<file path="src/rtl/prog_loader.sv">
// rtl/prog_loader.sv - byte-stream program loader that fills processor memory and starts it
//
// Receives a word count N (16-bit, high byte first) followed by N 16-bit words
// (high byte first). It writes the words to addresses 0..N-1, then pulses
// cpu_start. The optional checksum feature is enabled by defining
// LOADER_CHECKSUM_EN. With that macro defined, a trailing XOR checksum byte
// must match the XOR of every count and data byte.
//
// Ports:
//   clk        single clock
//   a_reset_n  asynchronous active-low reset
//   arm        one-cycle request to start a load (honoured in IDLE/ERROR only)
//   rx_valid   byte-stream valid
//   rx_data    byte-stream data
//   rx_ready   byte-stream ready (byte taken when rx_valid && rx_ready)
//   mem_wen    memory write strobe
//   mem_addr   memory write address
//   mem_wdata  memory write data
//   cpu_hold   keeps the processor controller idle while not in IDLE
//   cpu_start  one-cycle start pulse after a successful load
//   err        sticky load-error flag, cleared by the next arm
module prog_loader #(
  parameter int DATA_WIDTH = 16,
  parameter int ADDR_WIDTH = 8
) (
  input  logic                  clk,
  input  logic                  a_reset_n,
  input  logic                  arm,
  input  logic                  rx_valid,
  input  logic [7:0]            rx_data,
  output logic                  rx_ready,
  output logic                  mem_wen,
  output logic [ADDR_WIDTH-1:0] mem_addr,
  output logic [DATA_WIDTH-1:0] mem_wdata,
  output logic                  cpu_hold,
  output logic                  cpu_start,
  output logic                  err
);

  typedef enum logic [3:0] {
    IDLE, CNT_HI, CNT_LO, DATA_HI, DATA_LO, WRITE,
`ifdef LOADER_CHECKSUM_EN
    CHECK,
`endif
    DONE, ERROR
  } state_t;

  localparam logic [16:0] MAX_WORDS = 17'(2**ADDR_WIDTH);

  state_t                state;
  state_t                nxt;
  logic [15:0]           count;
  logic [7:0]            hi_byte;
  // One bit wider than the address so that a full-memory load can reach N.
  logic [ADDR_WIDTH:0]   addr_cnt;
  logic [16:0]           next_cnt;
  logic [15:0]           n_rx;
  logic                  take;
  logic                  last_word;
`ifdef LOADER_CHECKSUM_EN
  logic [7:0]            csum;
`endif

  assign take      = rx_valid && rx_ready;
  assign n_rx      = {count[15:8], rx_data};
  assign next_cnt  = 17'(addr_cnt) + 17'd1;
  assign last_word = (next_cnt == {1'b0, count});

  always_comb begin
    nxt = state;
    case (state)
      IDLE, ERROR: if (arm) nxt = CNT_HI;
      CNT_HI:      if (take) nxt = CNT_LO;
      CNT_LO: begin
        if (take) nxt = (n_rx == 16'd0 || {1'b0, n_rx} > MAX_WORDS) ? ERROR : DATA_HI;
      end
      DATA_HI:     if (take) nxt = DATA_LO;
      DATA_LO:     if (take) nxt = WRITE;
      WRITE: begin
`ifdef LOADER_CHECKSUM_EN
        nxt = last_word ? CHECK : DATA_HI;
`else
        nxt = last_word ? DONE : DATA_HI;
`endif
      end
`ifdef LOADER_CHECKSUM_EN
      CHECK:       if (take) nxt = (rx_data == csum) ? DONE : ERROR;
`endif
      DONE:        nxt = IDLE;
      default:     nxt = IDLE;
    endcase
  end

  // Outputs are registered from the next state, so each output changes on the
  // same edge as the state it belongs to.
  always_ff @(posedge clk or negedge a_reset_n) begin
    if (!a_reset_n) begin
      state     <= IDLE;
      rx_ready  <= 1'b0;
      mem_wen   <= 1'b0;
      mem_addr  <= '0;
      mem_wdata <= '0;
      cpu_hold  <= 1'b0;
      cpu_start <= 1'b0;
      err       <= 1'b0;
      count     <= '0;
      hi_byte   <= '0;
      addr_cnt  <= '0;
`ifdef LOADER_CHECKSUM_EN
      csum      <= '0;
`endif
    end else begin
      state     <= nxt;
      rx_ready  <= (nxt == CNT_HI) || (nxt == CNT_LO) || (nxt == DATA_HI) ||
`ifdef LOADER_CHECKSUM_EN
                   (nxt == CHECK) ||
`endif
                   (nxt == DATA_LO);
      mem_wen   <= (nxt == WRITE);
      cpu_hold  <= (nxt != IDLE);
      cpu_start <= (nxt == DONE);
      // err is sticky because only arm leaves ERROR.
      err       <= (nxt == ERROR);

      case (state)
        IDLE, ERROR: begin
          if (arm) begin
            addr_cnt <= '0;
`ifdef LOADER_CHECKSUM_EN
            csum     <= '0;
`endif
          end
        end
        CNT_HI:  if (take) count[15:8] <= rx_data;
        CNT_LO:  if (take) count[7:0]  <= rx_data;
        DATA_HI: if (take) hi_byte     <= rx_data;
        DATA_LO: begin
          if (take) begin
            mem_addr  <= addr_cnt[ADDR_WIDTH-1:0];
            mem_wdata <= DATA_WIDTH'({hi_byte, rx_data});
          end
        end
        WRITE:   addr_cnt <= addr_cnt + {{ADDR_WIDTH{1'b0}}, 1'b1};
        default: ;
      endcase

`ifdef LOADER_CHECKSUM_EN
      // Every accepted byte except the checksum itself is folded in.
      if (take && state != CHECK) csum <= csum ^ rx_data;
`endif
    end
  end

endmodule
</file>
<file path="config.mk">
export PLATFORM = sky130hd
export DESIGN_NAME = prog_loader
export DESIGN_NICKNAME = d
export VERILOG_FILES = /design/src/rtl/prog_loader.sv
export SDC_FILE = /design/constraint.sdc
export NUM_CORES = 1
export LEC_CHECK = 0
export CAP_MARGIN = 20
export CORE_MARGIN = 3
export CORE_UTILIZATION = 25
export DETAILED_ROUTE_END_ITERATION = 8
export MAX_ROUTING_LAYER = met4
export SLEW_MARGIN = 20
export SYNTH_ARGS = -nofsm -noshare
export SYNTH_HDL_FRONTEND = slang
export SYNTH_SLANG_ARGS = --single-unit
</file>
<file path="constraint.sdc">
create_clock -name clk -period 5.9 [get_ports clk]
set_clock_uncertainty 0.15 [all_clocks]
set_input_delay 0.59 -clock clk [delete_from_list [all_inputs] [get_ports clk]]
set_output_delay 0.59 -clock clk [all_outputs]
set_load 0.05 [all_outputs]
</file>
==> results.cfg, run 1 <==
[power_and_ir_drop]
p_leak_nw = 1.826
p_seq_share_pct = 44.6
power.density_nw_per_um2 = 292.9
vdd_drop_max_uv = 139.4
switching_share_pct = 25.11
pwr-share-clk_pct = 44.4
internal_power_uw = 877.5
p_switching_uw = 294.3
power_frac_comb_pct = 11.0

[timing]
clock.fmax_mhz = 420.5
hold_viol = 0
period_needed_ns = 2.378
tightest_slew_ns = 0.8433
setup_slack_ns = 3.522
slew_headroom_pct = 43.78
rsz0062_at_grt = false
finalCritPeriodShare_pct = 40.30
final_max_slew_viol_count = 0
final.setup.tns_ns = 0
setup_viol = 0

[drt]
wl_um = 6932
postRouteAntennaNets = 0
dr.pass1.iters = 4
post_drt_wl_per_cell_um = 14.78
drtIter0Drc = 68
vias = 2158
viasPerCell = 4.601
drc = 0

[setup_path]
path_class = reg -> reg
crit_path_start_kind = flip-flop
endpoint_kind = flip-flop
worstPathMaxFanout = 7
arrival_ns = 2.44
crit_required_ns = 5.96

[yosys]
ys_ff_latch = 66
synthCells = 253
ys_warn_count = 0
synth_area_um2 = 3139
synthFlopType = dfrtp_1
async_flop_share_pct = 100.0
synth_cell_type_count = 56
syn_nets = 266
yosysSeqAreaShare_pct = 52.61
synth_edf_count = 0
syn_avg_cell_area_um2 = 12.41

[clock_network]
ctsHtreeMaxLevel = 3
cts-resized-gates = 0
clock_path_buffers = 2
hold_buffers = 0
cts.reportedPaths.clkPinSlew_ns = 0.05
cts-root-buf = clkbuf_16
clkLatencyLatePin_ns = 0.33
cts_tree = done
cts_made_buffers = 9
cts_sinks = 66
post_cts_buffers = 0

[floorplan]
ios = 41
dieWidth_um = 118.1
std_cell_rows = 40
start_util_pct = 25.81
fp.coreArea_um2 = 12160
fp.dieH_um = 118.1
die-area_um2 = 13940

[layout]
layout.nets = 309
nFillCells = 1216
n_antenna_cell = 0
layout-drive-gt1-share_pct = 25.58
syn_to_final_growth_pct = 27.46

[placed_design]
hpwl_um = 4841
routabilityCongestion = 0.8101
detailedPlace.worstSlack_ns = 3.236
port_buffers = 40

[global_routing]
grt_use_total_pct = 10.89
grt_overflow = 0
grt_pass1_vias = 2195
grt_max_degree = 67
antenna_found_initial = 0
grt_pass1_wl_um = 11650

[hold_path]
hold_path_class = in -> async

[flow_run]
maxCapViolations = 0

[status]
outcome = finished, final reports clean
==> Yosys cell counts (2+ instances only) <==
library cell  count  share of area, %
or4_1             3              0.72
nor2b_1           3              0.60
a22o_1            2              0.56
and3_1            5               1.0
nand3_1           6              0.96
and4_1            2              0.56
nand2_1           9               1.1
o21ai_0          14               2.2
nor2_1           11               1.3
a21o_1            2              0.48
xnor2_1           6               1.7
nand3b_1          2              0.48
a31oi_1           2              0.40
clkbuf_1          2              0.24
or3_1             2              0.40
xor2_1            5               1.4
a211o_1           2              0.56
buf_2             7               1.1
nor3_1            4              0.64
o211ai_1          2              0.48
o31ai_1           2              0.48
inv_1             3              0.36
dfrtp_1          66                53
a21oi_1           5              0.80
and2_1            2              0.40
o41ai_1           3              0.84
nand4_1           2              0.40
mux2_2           48                17
nor4_1            4              0.80
==> registers in the layout, summed over array words and instances (netlist names), 4 cells and up <==
| signal | cells |
|---|---|
| count | 16 |
| mem_wdata | 16 |
| addr_cnt | 9 |
| hi_byte | 8 |
| mem_addr | 8 |
| state | 4 |
==> worst max-delay path, cell delays in order, from the launching register on <==
cell and delay [ns]:
dfrtp_1 0.54, ha_1 0.36, nand3_1 0.17, or3_1 0.38, a22oi_1 0.26, o2111a_1 0.30, a31oi_1 0.10
==> cells in the final DEF (no fill, tap or decap), types with 4 or more instances in the layout <==
cell             count
xnor2_1              6
and3_1               5
clkbuf_16            9
clkdlybuf4s50_1     39
a21oi_1              5
mux2_2              48
xor2_1               5
nand2_1              9
nor2_1              11
nor4_1               4
nand3_1              6
dfrtp_1             66
nor3_1               4
o21ai_0             14
==> stage by stage <==
stage,power [mW],util [%],instance area [um^2],hold WS (ns),std cells
final,1.172,32.90,4001,0.2973,469
after global routing,1.231,32.90,4001,0.3577,469
after CTS,1.191,32.90,4001,0.3274,469
after detailed placement,0.6610,30.47,3706,0.3432,453
after global placement,0.6559,30.47,3706,0.3331,453
after floorplan,0.6096,-,3139,0.1444,253
==> per-layer routing <==
layer | up-vias | routed length, um | track usage [%]
met4 | 0 | 138 | 5.128
li1 | 1034 | - | -
met2 | 48 | 3261 | 16.01
met5 | - | 0 | -
met3 | 12 | 302 | 3.220
met1 | 1064 | 3231 | 13.76
==> final cells by class <==
| type | instances | area, um^2 | share of cell area [%] |
|---|---|---|---|
| Tap cell | 168 | 210.2 | 5.253 |
| Clock inverter | 7 | 70.07 | 1.751 |
| Sequential cell | 66 | 1652 | 41.28 |
| Multi-Input combinational cell | 174 | 1423 | 35.55 |
| Inverter | 3 | 11.26 | 0.2814 |
| Clock buffer | 9 | 225.2 | 5.629 |
| Timing Repair Buffer | 42 | 410.4 | 10.26 |
==> kinds of logic after synthesis <==
group	share of synthesized area, %
XOR/XNOR	3.069
AND/OR/NAND/NOR	13.79
flip-flops	52.61
AO/OA/AOI/OAI	10.72
multiplexers	17.22
adder cells (fa/ha/maj)	0.3985
other	0.1195
buffers and inverters	2.072
==> path summary, 6_finish.rpt <==
| kind | startpoint | to | slack (ns) | cells past startpoint |
|---|---|---|---|---|
| min in group clk | mem_addr[4] | mem_addr[4] | 0.35 | 1 |
| setup reg to reg | addr_cnt[0] | state[0] | 3.52 | 6 |
| hold reg to reg | mem_addr[4] | mem_addr[4] | 0.35 | 1 |
| max in group asynchronous | a_reset_n | state[2] | 4.75 | 2 |
| setup / recovery | addr_cnt[0] | state[0] | 3.52 | 6 |
| hold / removal | a_reset_n | mem_wen | 0.30 | 2 |
==> power by group through the flow <==
stage               sequential (mW)  combinational [mW]  clock, mW
floorplan                     0.528              0.0812          0
global placement              0.527               0.129          0
detailed placement            0.530               0.131          0
CTS                           0.522               0.131      0.537
global route                  0.529               0.145      0.557
finish                        0.522               0.129      0.520
Note: power is estimated with default switching activity, not from simulation.
==> run 2, diff against run 1 <==
clock period = 2.5 ns   (was 5.9 ns; I/O delays follow)
==> run 2 against run 1 <==
Sequential share of layout area shrank 1.4 points. Combinational power grew to 2.5 times the previous value. Register-to-register slack lost 3.2 ns. Count of clock-buffer cells in the layout grew 1. First-iteration DRC count grew 71%. Non-clock buffer count grew 15. Largest power group is now clock. Die area is the same. Power grew 140%. Critical path type unchanged. Critical path depth shrank 1.
==> results.cfg, run 2 (synthesized netlist as in run 1, its figures left out) <==
[status]
outcome = finished, final reports clean

[layout]
layout-drive-gt1-share_pct = 28.80
layout.nets = 324
final_common_cell = dfrtp_1
n_antenna_cell = 0
syn_to_final_growth_pct = 31.81
final_cell_area_um2 = 4138
largest_registers = count (16), mem_wdata (16), addr_cnt (9)
mostFrequentLayoutCells = dfrtp_1 (66), mux2_2 (48), clkdlybuf4s50_1 (39)
multi_input_area_um2 = 1423
nFillCells = 1200
regArea_um2 = 1652

[drt]
drc = 0
dr.pass1.iters = 4
wl_um = 7186
viasPerCell = 4.595
vias = 2224
drtIter0Drc = 116
post_drt_wl_per_cell_um = 14.85
postRouteAntennaNets = 0

[floorplan]
fp.coreArea_um2 = 12160
die-area_um2 = 13940
ios = 41
fp.dieH_um = 118.1
start_util_pct = 25.81
dieWidth_um = 118.1
std_cell_rows = 40

[timing]
hold_viol = 0
period_needed_ns = 2.130
tightest_slew_ns = 0.6300
final_max_slew_viol_count = 0
setup_slack_ns = 0.3701
slew_headroom_pct = 57.91
rsz0062_at_grt = false
holdWs_ns = 0.1825
final.setup.tns_ns = 0
finalCritPeriodShare_pct = 85.20
clock.fmax_mhz = 469.5
setup_viol = 0

[global_routing]
grt_pass1_wl_um = 12210
grt_pass1_vias = 2362
grt_use_total_pct = 11.20
antenna_found_initial = 0
grt_overflow = 0
grt_max_degree = 57

[setup_path]
crit_path_start_kind = flip-flop
arrival_ns = 2.18
worstPathMaxFanout = 9
reg2reg_depth = 5
endpoint_kind = flip-flop
crit_required_ns = 2.55
reg2reg_slack_ns = 0.37
crit_path_start = addr_cnt[4]
setup.worst_path.end = rx_ready
r2r_start = addr_cnt[4]
path_class = reg -> reg
reg2reg_to = rx_ready

[placed_design]
hpwl_um = 5291
routabilityCongestion = 0.7919
detailedPlace.worstSlack_ns = 0.1493
placed_area_um2 = 3824
port_buffers = 40

[power_and_ir_drop]
power.density_nw_per_um2 = 683.4
fin_total_pwr_mw = 2.828
vdd_drop_max_uv = 417.2
p_leak_nw = 1.907

[clock_network]
cts_made_buffers = 9
clock_path_buffers = 2
cts_tree = done
cts-resized-gates = 0
cts-root-buf = clkbuf_16
cts.reportedPaths.clkPinSlew_ns = 0.06
cts_sinks = 66
ctsHtreeMaxLevel = 3
clkLatencyLatePin_ns = 0.33

[flow_run]
maxCapViolations = 0

[hold_path]
hold_path_class = in -> async
[run 2: cell count changes in the layout (fill, tap and decap cells not counted)]
cell           delta
buf_4            +13
buf_12            +1
clkbuf_8          +1
clkinv_2          -1
clkinv_4          -1
dlygate4sd3_1     +1
inv_6             +1
[run 2: per-stage QoR]
step                std cells  utilization (%)
floorplan                 253                -
global placement          467            31.44
detailed placement        467            31.44
CTS                       484            34.02
global route              484            34.02
finish                    484            34.02
[run 2: power breakdown]
part	switching [mW]	leakage, nW	internal [mW]
Sequential	0.0797	0.903	1.15
Combinational	0.163	0.855	0.164
Clock	0.471	0.149	0.800
[run 2: worst min-delay path by stage]
stage                         start          end  slack (ns)  cells after the start
after floorplan           a_reset_n  addr_cnt[0]       -0.20                      0
after global placement    a_reset_n      mem_wen      -0.005                      1
after detailed placement  a_reset_n      mem_wen      -0.002                      1
after CTS                 a_reset_n      mem_wen        0.19                      2
after global routing      a_reset_n      mem_wen        0.21                      2
final                     a_reset_n      mem_wen        0.18                      2
[run 2: area by class of cell]
| cell class | instances | share of cell area [%] |
|---|---|---|
| Sequential cell | 66 | 39.92 |
| Clock inverter | 6 | 1.572 |
| Multi-Input combinational cell | 174 | 34.38 |
| Inverter | 3 | 0.2721 |
| Timing Repair Buffer | 57 | 13.00 |
| Tap cell | 168 | 5.080 |
| Clock buffer | 10 | 5.776 |
[run 2: what timing repair did]
action,4_1_cts,5_1_grt
buffers inserted,0,0
endpoints found under the hold margin,10,0
setup endpoints to repair,0,0
hold buffers,1,0
[run 2: critical path, stage by stage (launching register included)]
cell and delay, ns:
dfrtp_1 0.57, nand4_4 0.21, or4_1 0.45, a211o_1 0.34, a21oi_2 0.18, a22oi_2 0.11
[run 2: layer usage]
layer / track usage, % / share of wire (%)
met1: 14.28 / 47
met2: 16.97 / 48
met3: 3.940 / 4.0
met4: 3.004 / 1.6
met5: - / 0
==> run 3, diff against run 2 <==
CORE_UTILIZATION = 55   (was 25)
PLACE_DENSITY = 0.8   (was unset)
==> run 3 against run 2 <==
First-iteration DRC count rose by 61%. Count of clock-buffer cells in the layout increased by 1. Maximum frequency shrank 4.1%. Critical path depth increased by 1. Power fell by 16%. Via count shrank 0.63%. Sequential share of layout area up 3.1 points. Sequential power about the same. Die area is 52% lower. Largest cell class unchanged. Largest power group is now sequential cells.
==> results.cfg, run 3 (synthesized netlist as in run 1, its figures left out) <==
[drt]
post_drt_wl_per_cell_um = 16.21
vias = 2210
wl_um = 6159
dr.pass1.iters = 4
viasPerCell = 5.816
postRouteAntennaNets = 0
drtIter0Drc = 187
drc = 0

[layout]
layout-drive-gt1-share_pct = 26.77
final_cell_area_um2 = 3840
largest_registers = count (16), mem_wdata (16), addr_cnt (9)
n_antenna_cell = 0
syn_to_final_growth_pct = 22.32
mostFrequentLayoutCells = dfrtp_1 (66), mux2_2 (48), clkdlybuf4s50_1 (39)
layout.nets = 318
layoutNonFillerInstCount = 380
nFillCells = 370
fin_util_pct = 72.42
final_common_cell = dfrtp_1

[status]
outcome = finished, final reports clean

[clock_network]
cts-root-buf = clkbuf_8
ctsHtreeMaxLevel = 3
cts_made_buffers = 9
cts_tree = done
cts_sinks = 66
clkLatencyLatePin_ns = 0.33
cts.reportedPaths.clkPinSlew_ns = 0.07
cts-resized-gates = 0
clock_path_buffers = 2

[floorplan]
ios = 41
fp.dieH_um = 81.55
dieWidth_um = 81.55
start_util_pct = 59.20
std_cell_rows = 26
fp.coreArea_um2 = 5303
die-area_um2 = 6650

[timing]
rsz0062_at_grt = false
clock.fmax_mhz = 450.5
period_needed_ns = 2.220
setup_viol = 0
final_max_slew_viol_count = 0
slew_headroom_pct = 45.90
tightest_slew_ns = 0.8115
finalCritPeriodShare_pct = 88.80
final.setup.tns_ns = 0
hold_viol = 0

[global_routing]
grt_overflow = 0
grt_max_degree = 67
grt_use_total_pct = 21.83
grt_pass1_wl_um = 10700
grt_pass1_vias = 2290
antenna_found_initial = 0

[power_and_ir_drop]
power.density_nw_per_um2 = 621.8
switching_share_pct = 26.12
power_frac_comb_pct = 13.0
internal_power_mw = 1.764
p_leak_nw = 1.812
vdd_drop_max_uv = 497.9
p_seq_share_pct = 51.8
pwr-share-clk_pct = 35.2
p_switching_uw = 623.6

[placed_design]
placed_area_um2 = 3643
port_buffers = 40
hpwl_um = 4356
dpl.cell_count = 363
routabilityCongestion = 0.8414

[setup_path]
crit_required_ns = 2.55
endpoint_kind = flip-flop
reg2reg_to = state[0]
path_class = reg -> reg
r2r_start = addr_cnt[1]
reg2reg_slack_ns = 0.28
arrival_ns = 2.27
crit_path_start_kind = flip-flop
worstPathMaxFanout = 6
reg2reg_depth = 6

[hold_path]
hold_start = hi_byte[7]
hold_path_class = reg -> reg
whs_endpoint = hi_byte[7]
whs_path_depth = 1

[flow_run]
maxCapViolations = 0
[run 3: power by group through the flow]
stage / combinational [mW] / sequential [mW] / clock (mW)
2_1_floorplan: 0.192 / 1.25 / 0
3_3_place_gp: 0.300 / 1.25 / 0
3_5_place_dp: 0.308 / 1.25 / 0
4_1_cts: 0.313 / 1.23 / 0.860
5_1_grt: 0.346 / 1.25 / 0.907
6_report: 0.310 / 1.24 / 0.840
[run 3: worst max-delay path: stages, from the launching register on]
cell	delay, ns
dfrtp_1	0.44
ha_1	0.33
nand3_1	0.18
or3_1	0.38
a22oi_1	0.23
o2111a_1	0.28
a31oi_1	0.10
[run 3: routing by layer]
metal  track usage (%)  routed length, um
met1             26.62               2793
met2             35.59               3052
met3             5.482                273
met4             7.264                 40
met5                 -                  0
[run 3: how the worst max path moves through the flow]
stage           startpoint  endpoint  slack (ns)
2_1_floorplan     rx_ready  rx_ready        0.33
6_report       addr_cnt[1]  state[0]        0.28
3_5_place_dp    rx_data[4]  rx_ready        0.15
5_1_grt        addr_cnt[1]  state[0]        0.12
3_3_place_gp    rx_data[5]  rx_ready        0.20
4_1_cts        addr_cnt[1]  state[0]        0.27
[run 3: final cells by class]
| type | count | area, um^2 | area share, % |
|---|---|---|---|
| Inverter | 3 | 11.26 | 0.2933 |
| Tap cell | 70 | 87.58 | 2.281 |
| Sequential cell | 66 | 1652 | 43.01 |
| Clock buffer | 11 | 131.4 | 3.421 |
| Multi-Input combinational cell | 174 | 1423 | 37.05 |
| Clock inverter | 5 | 55.05 | 1.434 |
| Timing Repair Buffer | 51 | 480.5 | 12.51 |
[run 3: through the flow]
stage	setup slack, ns	hold WS [ns]	power, mW
floorplan	0.3299	-0.1956	1.439
global placement	0.1987	0.3247	1.549
detailed placement	0.1493	0.3290	1.563
CTS	0.2727	0.3560	2.407
global route	0.1237	0.3652	2.501
finish	0.2801	0.3525	2.388
[run 3: what timing repair did]
item                                   in CTS  in global routing
endpoints found under the hold margin      66                  0
setup buffers                               0                  0
hold buffers                                1                  0
